**src/rtl/simple_processor_sequencer.sv**
```systemverilog
// simple_processor_sequencer: FIFO-buffered instruction issue to simple_processor at a fixed cadence.
// Optional halt sentinel (all-ones word) enabled by defining SEQ_HALT_EN.
module simple_processor_sequencer #(
    parameter int DEPTH      = 8,
    parameter int GAP_CYCLES = 1,
    parameter int IW         = 23
)(
    input  logic                     clk,
    input  logic                     reset,
    input  logic                     host_valid,
    input  logic [IW-1:0]            host_instr,
    output logic                     host_ready,
    input  logic                     run,
    input  logic                     flush,
    output logic                     proc_start,
    output logic                     proc_write,
    output logic [IW-1:0]            proc_program,
    output logic                     busy,
    output logic                     empty,
    output logic                     full,
    output logic [$clog2(DEPTH):0]   level,
    output logic [15:0]              issued_count,
    output logic                     halted
);
    localparam int AW = $clog2(DEPTH);
    localparam int LW = AW + 1;
    localparam logic [3:0] GLAST = 4'(GAP_CYCLES == 0 ? 0 : GAP_CYCLES - 1);
    typedef enum logic [1:0] {IDLE, ISSUE, GAP, HALTED} state_t;
    state_t        state;
    logic [IW-1:0] mem [DEPTH];
    logic [AW-1:0] wr_ptr, rd_ptr;
    logic [3:0]    gcnt;
    logic          push, go, is_halt;
    logic [IW-1:0] head;
    assign head       = mem[rd_ptr];
    assign empty      = level == '0;
    assign full       = level == LW'(DEPTH);
    assign host_ready = !full;
    assign busy       = state != IDLE;
    assign push       = host_valid & host_ready;
    // go: this edge pops the head and enters ISSUE (or HALTED on a sentinel)
    assign go = run & !empty & ((state == IDLE) | (state == ISSUE & GAP_CYCLES == 0) |
                                (state == GAP & gcnt == GLAST));
`ifdef SEQ_HALT_EN
    assign is_halt = head == '1;
`else
    assign is_halt = 1'b0;
`endif
    always_ff @(posedge clk)
        if (push & !flush) mem[wr_ptr] <= host_instr;
    always_ff @(posedge clk or negedge reset)
        if (!reset) begin
            state        <= IDLE;
            wr_ptr       <= '0;
            rd_ptr       <= '0;
            level        <= '0;
            gcnt         <= '0;
            proc_start   <= 1'b0;
            proc_write   <= 1'b0;
            proc_program <= '0;
            issued_count <= '0;
            halted       <= 1'b0;
        end else if (flush) begin
            state        <= IDLE;
            wr_ptr       <= '0;
            rd_ptr       <= '0;
            level        <= '0;
            gcnt         <= '0;
            proc_start   <= 1'b0;
            proc_write   <= 1'b0;
            proc_program <= '0;
            halted       <= 1'b0;
        end else begin
            if (push) wr_ptr <= wr_ptr + AW'(1);
            if (go) rd_ptr <= rd_ptr + AW'(1);
            level      <= level + LW'(push) - LW'(go);
            proc_write <= go & !is_halt;
            if (go & !is_halt) begin
                proc_program <= head;
                issued_count <= issued_count + 16'd1;
            end
            halted     <= halted | (go & is_halt);
            gcnt       <= state == GAP ? gcnt + 4'd1 : 4'd0;
            proc_start <= go ? !is_halt : (state == ISSUE & GAP_CYCLES > 0) | (state == GAP & gcnt != GLAST);
            state      <= go ? (is_halt ? HALTED : ISSUE) :
                          state == ISSUE ? (GAP_CYCLES > 0 ? GAP : IDLE) :
                          state == GAP ? (gcnt == GLAST ? IDLE : GAP) : state;
        end
endmodule

```
**config.mk**
```make
export PLATFORM = sky130hd
export DESIGN_NAME = simple_processor_sequencer
export DESIGN_NICKNAME = d
export VERILOG_FILES = /design/src/rtl/simple_processor_sequencer.sv
export SDC_FILE = /design/constraint.sdc
export NUM_CORES = 1
export LEC_CHECK = 0
export ABC_CLOCK_PERIOD_IN_PS = 3750
export BUFFER_PORTS_ARGS = -buffer_cell sky130_fd_sc_hd__buf_4
export CAP_MARGIN = 20
export CORE_MARGIN = 4
export CORE_UTILIZATION = 50
export CTS_BUF_LIST = sky130_fd_sc_hd__clkbuf_8
export DETAILED_ROUTE_END_ITERATION = 10
export GPL_TIMING_DRIVEN = 0
export HOLD_SLACK_MARGIN = 0.08
export PLACE_DENSITY = 0.78
export SLEW_MARGIN = 40
export SYNTH_ARGS = -nofsm -noshare
export SYNTH_HDL_FRONTEND = slang
export SYNTH_SLANG_ARGS = --single-unit
export TNS_END_PERCENT = 30
```
**constraint.sdc**
```tcl
create_clock -name clk -period 3.75 [get_ports clk]
set_clock_uncertainty 0.05 [all_clocks]
set_input_delay 0.375 -clock clk [delete_from_list [all_inputs] [get_ports clk]]
set_output_delay 0.375 -clock clk [all_outputs]
set_load 0.02 [all_outputs]
```
---- Yosys cells after proc, flatten, opt, wreduce, memory -nomap -nowiden ----
Memory sizes are Yosys's and may differ from the RTL's.
Cells that the tools add are included.
word-level totals
  flip-flop bits (word level) ............. 57
  memory bits (writable) .................. 184
  input bits .............................. 28
  output and inout bits ................... 50
  memories ................................ 1
operators by class
  $add $sub $neg .......................... 6
  equality and inequality tests ........... 3
  multiplexer cells ....................... 19
  bitwise operators ....................... 9
  reductions and logical operators ........ 12
memory list
  memory  depth  bits a word  rd ports  clocked after Yosys merged registers in  wr ports  RTL line  text
  mem     8      23           1         0                                        1         30        logic [IW-1:0] mem [DEPTH];
operator list
  cell                                                  count
  2-to-1 mux 23 bit                                     2
  adder 16 x 1 -> 16 bit (second input constant)        1
  2-to-1 mux 3 bit                                      4
  2-to-1 mux 4 bit                                      3
  2-to-1 mux 2 bit                                      5
  zero test 4 bit                                       2
  nonzero test 4 bit                                    2
  adder 3 x 1 -> 3 bit (second input constant)          2
  AND 1 bit                                             6
  nonzero test 2 bit                                    3
  2-to-1 mux 1 bit                                      5
  adder 4 x 1 -> 4 bit                                  1
  adder 4 x 1 -> 4 bit (second input constant)          1
  equality test 4 bit (second input constant)           1
  subtractor 4 x 1 -> 4 bit                             1
  zero test 1 bit                                       3
  equality test 2 x 1 -> 1 bit (second input constant)  1
  equality test 2 bit (second input constant)           1
  zero test 2 bit                                       1
  OR 1 bit                                              2
  AND reduction 2 bit                                   1
  inverter 1 bit                                        1

---- Longest topological paths before layout ----
Gate-level depths: netlist (run 1).
  depth after elaboration ................. 6
  depth in mapped cells ................... 11
  gate-level depth less buffers ........... 10

---- Worst setup path before layout (run 1) ----
Ideal clock, no wire load.
  path kind ............................... reg-to-reg
  start point ............................. register level[2]
  end point ............................... memory mem[0][0] (enable)
  data arrival time ....................... 3192 ps
  setup slack ............................. 76 ps
  cell stages (with the launch flop) ...... 8
  path buffers ............................ 1
  path through ............................ dfrtp_1 -> inv_1 -> ha_1 -> or3b_1 -> buf_2 -> nand2_1 -> or3_1 -> nor3_1
on the way
  cells in the longest elaborated chain, start to end .. 6
RTL lines
  element                                 RTL line  text
  from (decl)                             21        output logic [$clog2(DEPTH):0] level,
  from (signal assigned)                  76        level <= level + LW'(push) - LW'(go);
  equality test 4 bit                     37        assign full = level == LW'(DEPTH);
  zero test 1 bit                         38        assign host_ready = !full;
  named net host_ready                    12        output logic host_ready,
  AND 1 bit                               40        assign push = host_valid & host_ready;
  AND 1 bit                               50        if (push & !flush) mem[wr_ptr] <= host_instr;
  2-to-1 mux 1 bit                        50
  2-to-1 mux 1 bit (implied by the code)  50
  to (decl)                               30
The timed path passes the listed nets, and every way through them passes these cells.

---- Worst setup path in the final report (run 1) ----
  start point ............................. register level[2]
  end point ............................... memory mem[0][16] (enable)
on the way
  cells in the longest elaborated chain, start to end .. 6
RTL lines
  element                                 RTL line
  equality test 4 bit                     37
  zero test 1 bit                         38
  AND 1 bit                               40
  AND 1 bit                               50
  2-to-1 mux 1 bit                        50
  2-to-1 mux 1 bit (implied by the code)  50
Every way passes these cells.

==> results of run 1 <==
placed cells by master (no fill, tap or decap), types with 2 or more instances in the layout:
| master | instances |
|---|---|
| buf_2 | 15 |
| clkinvlp_4 | 2 |
| nor4_2 | 2 |
| dlygate4sd3_1 | 25 |
| xor2_1 | 10 |
| and3_1 | 3 |
| edfxtp_1 | 184 |
| a21oi_1 | 6 |
| nor3_2 | 4 |
| ha_1 | 13 |
| xnor2_1 | 13 |
| nand4_1 | 6 |
| or3_1 | 2 |
| clkinv_2 | 4 |
| mux2i_1 | 24 |
| nor2_4 | 6 |
| buf_12 | 2 |
| nor3_1 | 3 |
| o2bb2ai_1 | 22 |
| nand2b_1 | 5 |
| dfrtp_1 | 57 |
| nand2_1 | 12 |
| buf_4 | 79 |
| buf_16 | 2 |
| clkbuf_8 | 40 |
| buf_6 | 8 |
| mux4_2 | 46 |
| nor2_1 | 11 |
| buf_8 | 5 |
| o21ai_0 | 2 |
| inv_1 | 31 |
| clkinv_1 | 6 |
| clkbuf_1 | 3 |
| nor2b_1 | 2 |
| nand3_1 | 7 |
through the flow:
stage,area [sq um],power [W],worst slack [ns],setup TNS [ns]
2_1_floorplan,9540,0.00432,0.0757,0
3_3_place_gp,10400,0.00483,-1.27,-55.36
3_5_place_dp,10600,0.00493,0.974,0
4_1_cts,11600,0.00692,0.961,0
5_1_grt,11600,0.00718,0.893,0
6_report,11600,0.00684,0.998,0
sequential cells by signal, summed over array words and instances, names as in the netlist:
signal and cells:
gcnt 4, issued_count 16, level 4, mem 184, proc_program 23, proc_start 1, proc_write 1, rd_ptr 3
state 2, wr_ptr 3
final cells by class:
cell class | instances | area, sq um
multi-input cells | 211 | 2410
inverters | 16 | 60.1
plain buffers | 22 | 176
repair buffers | 118 | 1020
fillers | 1310 | 7120
clock inverters | 29 | 126
clock buffers | 40 | 551
well taps | 234 | 293
flip-flops and latches | 241 | 6950
cell families (layout without fill, tap and decap cells):
kind of cell / Yosys count / in the layout / synth area share (%)
buffers and inverters: 38 / 225 / 2.47
flip-flops: 241 / 241 / 72.9
multiplexers: 70 / 70 / 13.4
AND/OR/NAND/NOR: 69 / 69 / 4.07
XOR/XNOR: 23 / 23 / 2.11
other: 1 / 1 / 0.0393
AO/OA/AOI/OAI: 34 / 34 / 3.14
adder cells (fa/ha/maj): 14 / 14 / 1.92
worst paths after layout:
| path | slack [ns] | cells after the start | endpoint |
|---|---|---|---|
| min in group asynchronous | 0.36 | 2 | proc_program[18] |
| max in group asynchronous | 2.90 | 2 | issued_count[6] |
| setup reg to reg | 1.0 | 10 | mem[0][16] |
| hold / removal | 0.11 | 3 | wr_ptr[1] |
| setup / recovery | 1.0 | 10 | mem[0][16] |
| hold reg to reg | 0.42 | 1 | issued_count[15] |
layer usage:
layer	GRT usage [%]	vias up	share of wire (%)
met5	0	-	0
met4	5.69	0	1.9
met3	3.66	31	6.1
met2	28.9	175	48
met1	26.0	2601	43
li1	-	2265	-
power groups by stage:
| stage | sequential, W | clock [W] | combinational, W |
|---|---|---|---|
| final | 0.00324 | 0.00197 | 0.00164 |
| after CTS | 0.00324 | 0.00202 | 0.00167 |
| after detailed placement | 0.00329 | 0 | 0.00164 |
| after floorplan | 0.00342 | 0 | 0.000906 |
| after global routing | 0.00326 | 0.00215 | 0.00177 |
| after global placement | 0.00328 | 0 | 0.00156 |
repair_timing:
action,CTS,global route
hold buffers,25,0
resized for setup,0,0
hold endpoints to repair,243,0
worst max-delay path: cells and delay by family, from the launching register on:
family | cells | cell delay [ns]
simple gates | 4 | 0.96
fa+ha+maj | 1 | 0.19
flops | 1 | 0.35
buf+inv | 5 | 0.90
==> results.toml, run 1 <==
[final_layout]
syn_to_final_growth_pct = 21.4
instances_no_fill = 911
drive_above_1_share_pct = 33.1
fin_util_pct = 61.9
diodes = 0
fin_nets = 690

[route]
wl_per_cell_microns = 20.8
routed_wl_microns = 18900
drc = 0
drt-pass1-iter-count = 4
vias = 5072
final_antenna_net_count = 0
viasPerCell = 5.57
drtIter0Drc = 383

[logic_synthesis]
yosys-top-cells-area = "edfxtp_1 58%, dfrtp_1 15%, mux4_2 11%, mux2i_1 2.5%, o2bb2ai_1 2.0%"
async_reset_ff_share_pct = 23.7
netlist_area_sq_um = 9540
synth_top_cell_by_area = "edfxtp_1"
synth-edff-count = 184
synth_area_per_cell_sq_um = 19.5
netlist_instances = 490
ys_top_cells_by_count = "184 x edfxtp_1, 57 x dfrtp_1, 46 x mux4_2"
yosysWarnings = 0
ys_ff_latch = 241
synth_seq_area_share_pct = 72.9
synth_most_common_cell = "edfxtp_1"
yosysTopAreaCellShare_pct = 57.9
ys_types = 41
synth_nets = 532
synth-main-ff-cell = "edfxtp_1"

[placement]
numPlacedInstances = 816
gp_congestion = 0.780
io_buffers = 76
dp_hpwl_microns = 12200

[critical_path]
critPathKind = "reg -> reg"
crit_slowest_cell = "or3_1"
worstPathRequired_ns = 3.91
crit_top_cell = "buf_2"
r2r_start = "level[2]"
end_kind = "flip-flop"
cp.arrival_ns = 2.91
start_kind = "flip-flop"
cp_max_fo = 7
crit_chain = "inv_1 > ha_1 > or3b_1 > buf_2 > nand2_1 > or3_1 > nor3_2 > buf_2 > buf_6 > buf_2"
critPathLaunch = "level[2]"
slowest_delay_ns = 0.50

[pwr]
p_leak_nw = 4.27
powerDensity_nw_per_um2 = 590
seq_power_share_pct = 47.3
ir_drop_uv = 258
power.switching_w = 0.00198
power_frac_comb_pct = 23.9
p_int_w = 0.00486
clkPwrFrac_pct = 28.8
sw_frac_of_total_pct = 28.9

[die]
dieArea_sq_um = 21300
die_w_microns = 146
fp-row-count = 50
die_height_microns = 146
core-area_sq_um = 18700
boundaryPins = 78
initial_core_util_pct = 51.0

[sta]
finalMaxSlewViolations = 0
grt_setup_unrepaired = "no"
relSlewSlack_pct = 56.1
layout_min_cycle_time_ns = 2.75
fmax_mhz = 363
tightest_slew_ns = 0.659
hold_slack_ns = 0.106
finalSetupViolCount = 0
finalCritPeriodShare_pct = 73.4
hold_viol = 0

[global_routing]
grt_usage_pct = 18.2
grt_pass1_vias = 5383
antenna_found_initial = 0
grt_max_degree = 58
grt_pass1_wl_microns = 30300
gr-total-overflow = 0

[clock_tree]
cts_root_buf = "clkbuf_8"
ctsLongestPathBuffers = 3
cts.htree.levels = 2
clkLatencyLatePin_ns = 0.52
numClockSinks = 241
clk_pin_slew_ns = 0.06
cts_tree = "yes"
cts_buffers = 38
post_cts_buffers = 0

[job]
maxCapViolCount = 0

[min_path]
worstHoldPathType = "in -> reg"
min-delay-start = "host_valid"

[status]
status = "complete, no violations"
Note: power is estimated with default switching activity, not from simulation.
==> run 2: changes to the inputs <==
Settings changed: ABC_AREA from default to 1, ABC_CLOCK_PERIOD_IN_PS 3750 to 2500, PLACE_DENSITY 0.78 to 0.8.
Clock period 3.75 ns to 2.5 ns, I/O delays scaled along.
==> run 2 against run 1 <==
Net effect:
- power increased by 74%
- core utilization increased by 0.060 points
- wire length increased by 40%
- fmax increased by 13%
- worst hold slack got worse by 0.028 ns
- clock power increased by 57%
- register-to-register slack got worse by 0.94 ns
- area after synthesis increased by 14%
- sequential cell count unchanged
- worst setup slack got worse by 0.94 ns
- sequential power increased by 50%
- critical endpoint is now mem[4][12]
==> results.toml, run 2 <==
[logic_synthesis]
netlist_area_sq_um = 10800
netlist_instances = 1156
synth_top_cell_by_area = "edfxtp_1"
yosysTopAreaCellShare_pct = 50.9
synth_area_per_cell_sq_um = 9.38
yosysWarnings = 0
synth_most_common_cell = "nand2_1"
synth_seq_area_share_pct = 64.1
synth-edff-count = 184
synth-main-ff-cell = "edfxtp_1"
ys_types = 31
yosys-top-cells-area = "edfxtp_1 51%, nand2_1 15%, dfrtp_1 13%, nor2_1 7.4%, inv_1 4.2%"
ys_top_cells_by_count = "434 x nand2_1, 214 x nor2_1, 184 x edfxtp_1"
synth_nets = 1198
ys_ff_latch = 241
async_reset_ff_share_pct = 23.7

[job]
maxCapViolCount = 0

[die]
initial_core_util_pct = 51.3
dieArea_sq_um = 24100
core-area_sq_um = 21200
die_height_microns = 155
die_w_microns = 155
fp-row-count = 53
boundaryPins = 78

[final_layout]
top_register = "mem"
drive_above_1_share_pct = 14.5
reg_top3 = "mem x184, proc_program x23, issued_count x16"
instances_no_fill = 1618
final_area_sq_um = 13100
fin_nets = 1355
num-fill-cells = 1565
syn_to_final_growth_pct = 20.9
largest_reg_flops = 184
final_cell_mix = "434 x nand2_1, 206 x nor2_1, 184 x edfxtp_1"
final_common_cell = "nand2_1"
diodes = 0

[critical_path]
start_kind = "flip-flop"
critPathLaunch = "level[2]"
crit_slowest_cell = "nor2_4"
worst-path-buf-inv = 2
r2r_start = "level[2]"
crit_chain = "inv_1 > ha_1 > nand3_1 > nand2_1 > nor2_1 > nand2_1 > nor2_4 > buf_16"
slowest_delay_ns = 0.45
cp_top_family = "simple AND/OR/NAND/NOR gates"
end_kind = "flip-flop"
worstPathRequired_ns = 2.68
cp.arrival_ns = 2.62
critPathKind = "reg -> reg"
cp_max_fo = 16
crit_top_cell = "nand2_1"

[sta]
layout_min_cycle_time_ns = 2.45
tightest_slew_ns = 0.731
hold_viol = 0
relSlewSlack_pct = 51.3
fin_ws_ns = 0.0549
finalMaxSlewViolations = 0
grt_setup_unrepaired = "yes"
finalSetupViolCount = 0
finalCritPeriodShare_pct = 97.8
fmax_mhz = 409

[route]
routed_wl_microns = 26400
wl_per_cell_microns = 16.3
viasPerCell = 5.07
vias = 8205
drt-pass1-iter-count = 5
drc = 0
drtIter0Drc = 774
final_antenna_net_count = 0

[placement]
dp_hpwl_microns = 16700
numPlacedInstances = 1514
place_area_sq_um = 12000
gp_congestion = 0.866
place_ws_ns = 0.00787
io_buffers = 75

[pwr]
powerDensity_nw_per_um2 = 909
sw_frac_of_total_pct = 36.2
power.switching_w = 0.00431
power_frac_comb_pct = 33.3
ir_drop_uv = 374
p_leak_nw = 5.95
clkPwrFrac_pct = 25.9
seq_power_share_pct = 40.8
p_int_w = 0.00761

[clock_tree]
cts_root_buf = "clkbuf_8"
ctsLongestPathBuffers = 3
cts_tree = "yes"
clk_pin_slew_ns = 0.07
cts.htree.levels = 2
cts_buffers = 39
clkLatencyLatePin_ns = 0.54
numClockSinks = 241

[global_routing]
gr-total-overflow = 0
grt_pass1_wl_microns = 40300
antenna_found_initial = 0
grt_pass1_vias = 7917
grt_usage_pct = 21.3
grt_max_degree = 58

[min_path]
worstHoldPathType = "in -> async"

[status]
status = "complete, no violations"
-- run 2: changes by cell type in the layout (fill, tap and decap cells not counted), moves of 7 or more --
cell       previous run  this run
buf_2                15        23
buf_4                79        86
inv_1                31       135
mux2i_1              24         0
mux4_2               46         0
nand2_1              12       434
nand3_1               7        40
nor2_1               11       206
o2bb2ai_1            22         0
xor2_1               10         3
-- run 2: path summary, 6_finish.rpt --
kind	depth (start not counted)	endpoint	slack, ns
setup / recovery	8	mem[4][12]	0.05
hold / removal	2	proc_program[4]	0.08
setup reg to reg	8	mem[4][12]	0.05
hold reg to reg	1	gcnt[0]	0.46
max in group asynchronous	3	issued_count[4]	1.82
min in group clk	4	wr_ptr[0]	0.10
-- run 2: power groups by stage --
stage,registers (W),clock network (W),logic (W)
4_1_cts,0.00486,0.00311,0.00388
6_report,0.00487,0.00309,0.00396
3_3_place_gp,0.00494,0,0.00365
3_5_place_dp,0.00494,0,0.00382
5_1_grt,0.00490,0.00332,0.00435
2_1_floorplan,0.00513,0,0.00226
-- run 2: cell families after synthesis --
logic type / share of synthesized area (%)
simple gates: 25.2
flops: 64.1
buf+inv: 7.21
compound gates: 0.854
fa+ha+maj: 1.68
xor+xnor: 0.888
other cells: 0.0346
-- run 2: cell type report --
type / count / area [sq um] / area share, %
Tap cell: 275 / 344 / 2.62
Multi-Input combinational cell: 744 / 3170 / 24.2
Clock inverter: 29 / 124 / 0.945
Sequential cell: 241 / 6950 / 53.0
Inverter: 123 / 467 / 3.56
Buffer: 48 / 318 / 2.42
Timing Repair Buffer: 116 / 1160 / 8.82
Clock buffer: 42 / 578 / 4.41
-- run 2: stage by stage --
stage | setup TNS, ns | total power [W] | util, % | hold WS, ns
2_1_floorplan | -59.14 | 0.00739 | - | -0.0956
3_3_place_gp | -184.36 | 0.00859 | 55.6 | 0.302
3_5_place_dp | 0 | 0.00876 | 56.8 | 0.306
4_1_cts | 0 | 0.0119 | 61.5 | 0.0920
5_1_grt | -4.38 | 0.0126 | 62.0 | 0.108
6_report | 0 | 0.0119 | 62.0 | 0.0777
-- run 2: timing repair --
action	in CTS	in global routing
hold buffers	25	0
hold endpoints to repair	247	0
gates resized for setup	0	2
setup buffers	2	5
pin swaps	1	3
setup endpoints to repair	11	102
-- run 2: metal layers --
metal | global-route usage, % | vias to the layer above | wire (microns)
li1 | - | 3916 | -
met1 | 26.1 | 3777 | 10000
met2 | 36.7 | 430 | 12800
met3 | 4.45 | 82 | 2600
met4 | 9.30 | 0 | 931
met5 | 0 | - | 0
==> run 3: changes to the inputs <==
Settings changed: ABC_CLOCK_PERIOD_IN_PS 2500 to 2520, PLACE_DENSITY 0.8 to 0.77.
Clock period 2.5 ns to 2.52 ns, I/O delays scaled along.
==> run 3 against run 2 <==
Net effect:
- fmax up 1.0%
- non-clock buffer count down 3
- largest cell class unchanged
- global-route usage down 0.10 points
- largest power group unchanged
- final cell count down 0.31%
- sequential cell count unchanged
- register-to-register slack better by 0.04 ns
==> results.toml, run 3 (same netlist as run 2, synthesis figures left out) <==
[status]
status = "complete, no violations"

[global_routing]
busiest_layer = "met2"
grt_pass1_wl_microns = 40000
grt_util_met1_pct = 28.2
met2_usage_pct = 35.3
met3_usage_pct = 3.73
antenna_found_initial = 0
grt_max_degree = 58
gr-total-overflow = 0
grt_usage_pct = 21.2
grt_pass1_vias = 7600

[die]
boundaryPins = 78
dieArea_sq_um = 24100
fp-row-count = 53
core-area_sq_um = 21200
die_w_microns = 155
die_height_microns = 155
initial_core_util_pct = 51.3

[clock_tree]
clkLatencyLatePin_ns = 0.54
cts_root_buf = "clkbuf_8"
clk_pin_slew_ns = 0.07
cts_buffers = 38
numClockSinks = 241
cts.htree.levels = 2
cts_tree = "yes"
ctsLongestPathBuffers = 3

[critical_path]
crit_slowest_cell = "nor2_4"
worst-path-buf-inv = 2
start_kind = "flip-flop"
crit_top_cell = "nand2_1"
critPathKind = "reg -> reg"
cp_top_family = "simple AND/OR/NAND/NOR gates"
cp.arrival_ns = 2.61
worstPathRequired_ns = 2.71
slowest_delay_ns = 0.43
cp_max_fo = 15
rrSetupSlack_ns = 0.1
crit_chain = "inv_1 > ha_1 > nand3_1 > nand2_1 > nor2_2 > nand2_1 > nor2_4 > buf_16"
end_kind = "flip-flop"

[pwr]
sw_frac_of_total_pct = 36.0
powerDensity_nw_per_um2 = 899
p_int_w = 0.00748
p_leak_nw = 5.91
power_frac_comb_pct = 33.4
seq_power_share_pct = 41.3
clkPwrFrac_pct = 25.3
power.switching_w = 0.00421
ir_drop_uv = 310

[final_layout]
final_common_cell = "nand2_1"
drive_above_1_share_pct = 14.2
syn_to_final_growth_pct = 19.9
num-fill-cells = 1626
diodes = 0
top_register = "mem"
reg_top3 = "mem x184, proc_program x23, issued_count x16"
fin_nets = 1351
multi_input_area_sq_um = 3190
largest_reg_flops = 184
final_cell_mix = "433 x nand2_1, 205 x nor2_1, 184 x edfxtp_1"
regArea_sq_um = 6950

[sta]
relSlewSlack_pct = 46.5
hold_viol = 0
fin_ws_ns = 0.0995
fmax_mhz = 413
grt_setup_unrepaired = "yes"
tns_ns = 0
tightest_slew_ns = 0.803
hold_slack_ns = 0.119
finalMaxSlewViolations = 0
layout_min_cycle_time_ns = 2.42
finalCritPeriodShare_pct = 96.1
finalSetupViolCount = 0

[job]
maxCapViolCount = 0

[placement]
dp_hpwl_microns = 16600
place_ws_ns = -0.0177
gp_congestion = 0.842
io_buffers = 75

[route]
final_antenna_net_count = 0
drc = 0
routed_wl_microns = 25500
wl_per_cell_microns = 15.8
viasPerCell = 4.97
vias = 8022
drt-pass1-iter-count = 5
drtIter0Drc = 777

[min_path]
worstHoldPathType = "in -> reg"
## run 3: per-stage QoR
stage / utilization, % / instances / total power [W] / cell area (sq um)
final: 61.5 / 1613 / 0.0117 / 13000
after global routing: 61.5 / 1613 / 0.0123 / 13000
after CTS: 61.2 / 1610 / 0.0117 / 12900
after detailed placement: 56.7 / 1514 / 0.00869 / 12000
after global placement: 55.6 / 1506 / 0.00853 / 11800
after floorplan: - / 1156 / 0.00733 / 10800
## run 3: repair_timing
action,CTS,global route
endpoints found under the hold margin,247,0
gates resized for setup,1,4
pin swaps,1,2
hold buffers,25,0
setup endpoints to repair,34,88
buffers inserted,2,3
## run 3: area by class of cell
type                    instances  area share, %
inverters                     123           3.59
clock inverters                29          0.933
multi-input cells             744           24.5
plain buffers                  48           2.42
well taps                     275           2.65
clock buffers                  40           4.23
flip-flops and latches        241           53.5
repair buffers                113           8.18
## run 3: per-layer routing
layer	part of all wire, %	wire (microns)
met2	48	12300
met4	2.6	652
met5	0	0
met3	8.9	2260
met1	40	10300
## run 3: worst paths after layout
path / from / end / cells after the start
max: level[2] / mem[6][12] / 8
min: host_valid / wr_ptr[0] / 4
max reg2reg: level[2] / mem[6][12] / 8
min reg2reg: gcnt[0] / gcnt[0] / 1
max in group asynchronous: reset / proc_program[20] / 2
min in group asynchronous: reset / level[2] / 2
## run 3: worst reg2reg max path, delay by kind of cell, from the launching register on
kind                     cells  cell delay, ns
AND/OR/NAND/NOR              5            1.21
adder cells (fa/ha/maj)      1            0.20
buffers and inverters        2            0.30
flip-flops                   1            0.35
## run 3: power groups by stage
stage	Clock (W)	Sequential (W)	Combinational, W
floorplan	0	0.00509	0.00224
global placement	0	0.00490	0.00363
detailed placement	0	0.00489	0.00380
CTS	0.00302	0.00482	0.00385
global route	0.00318	0.00486	0.00430
finish	0.00296	0.00483	0.00390
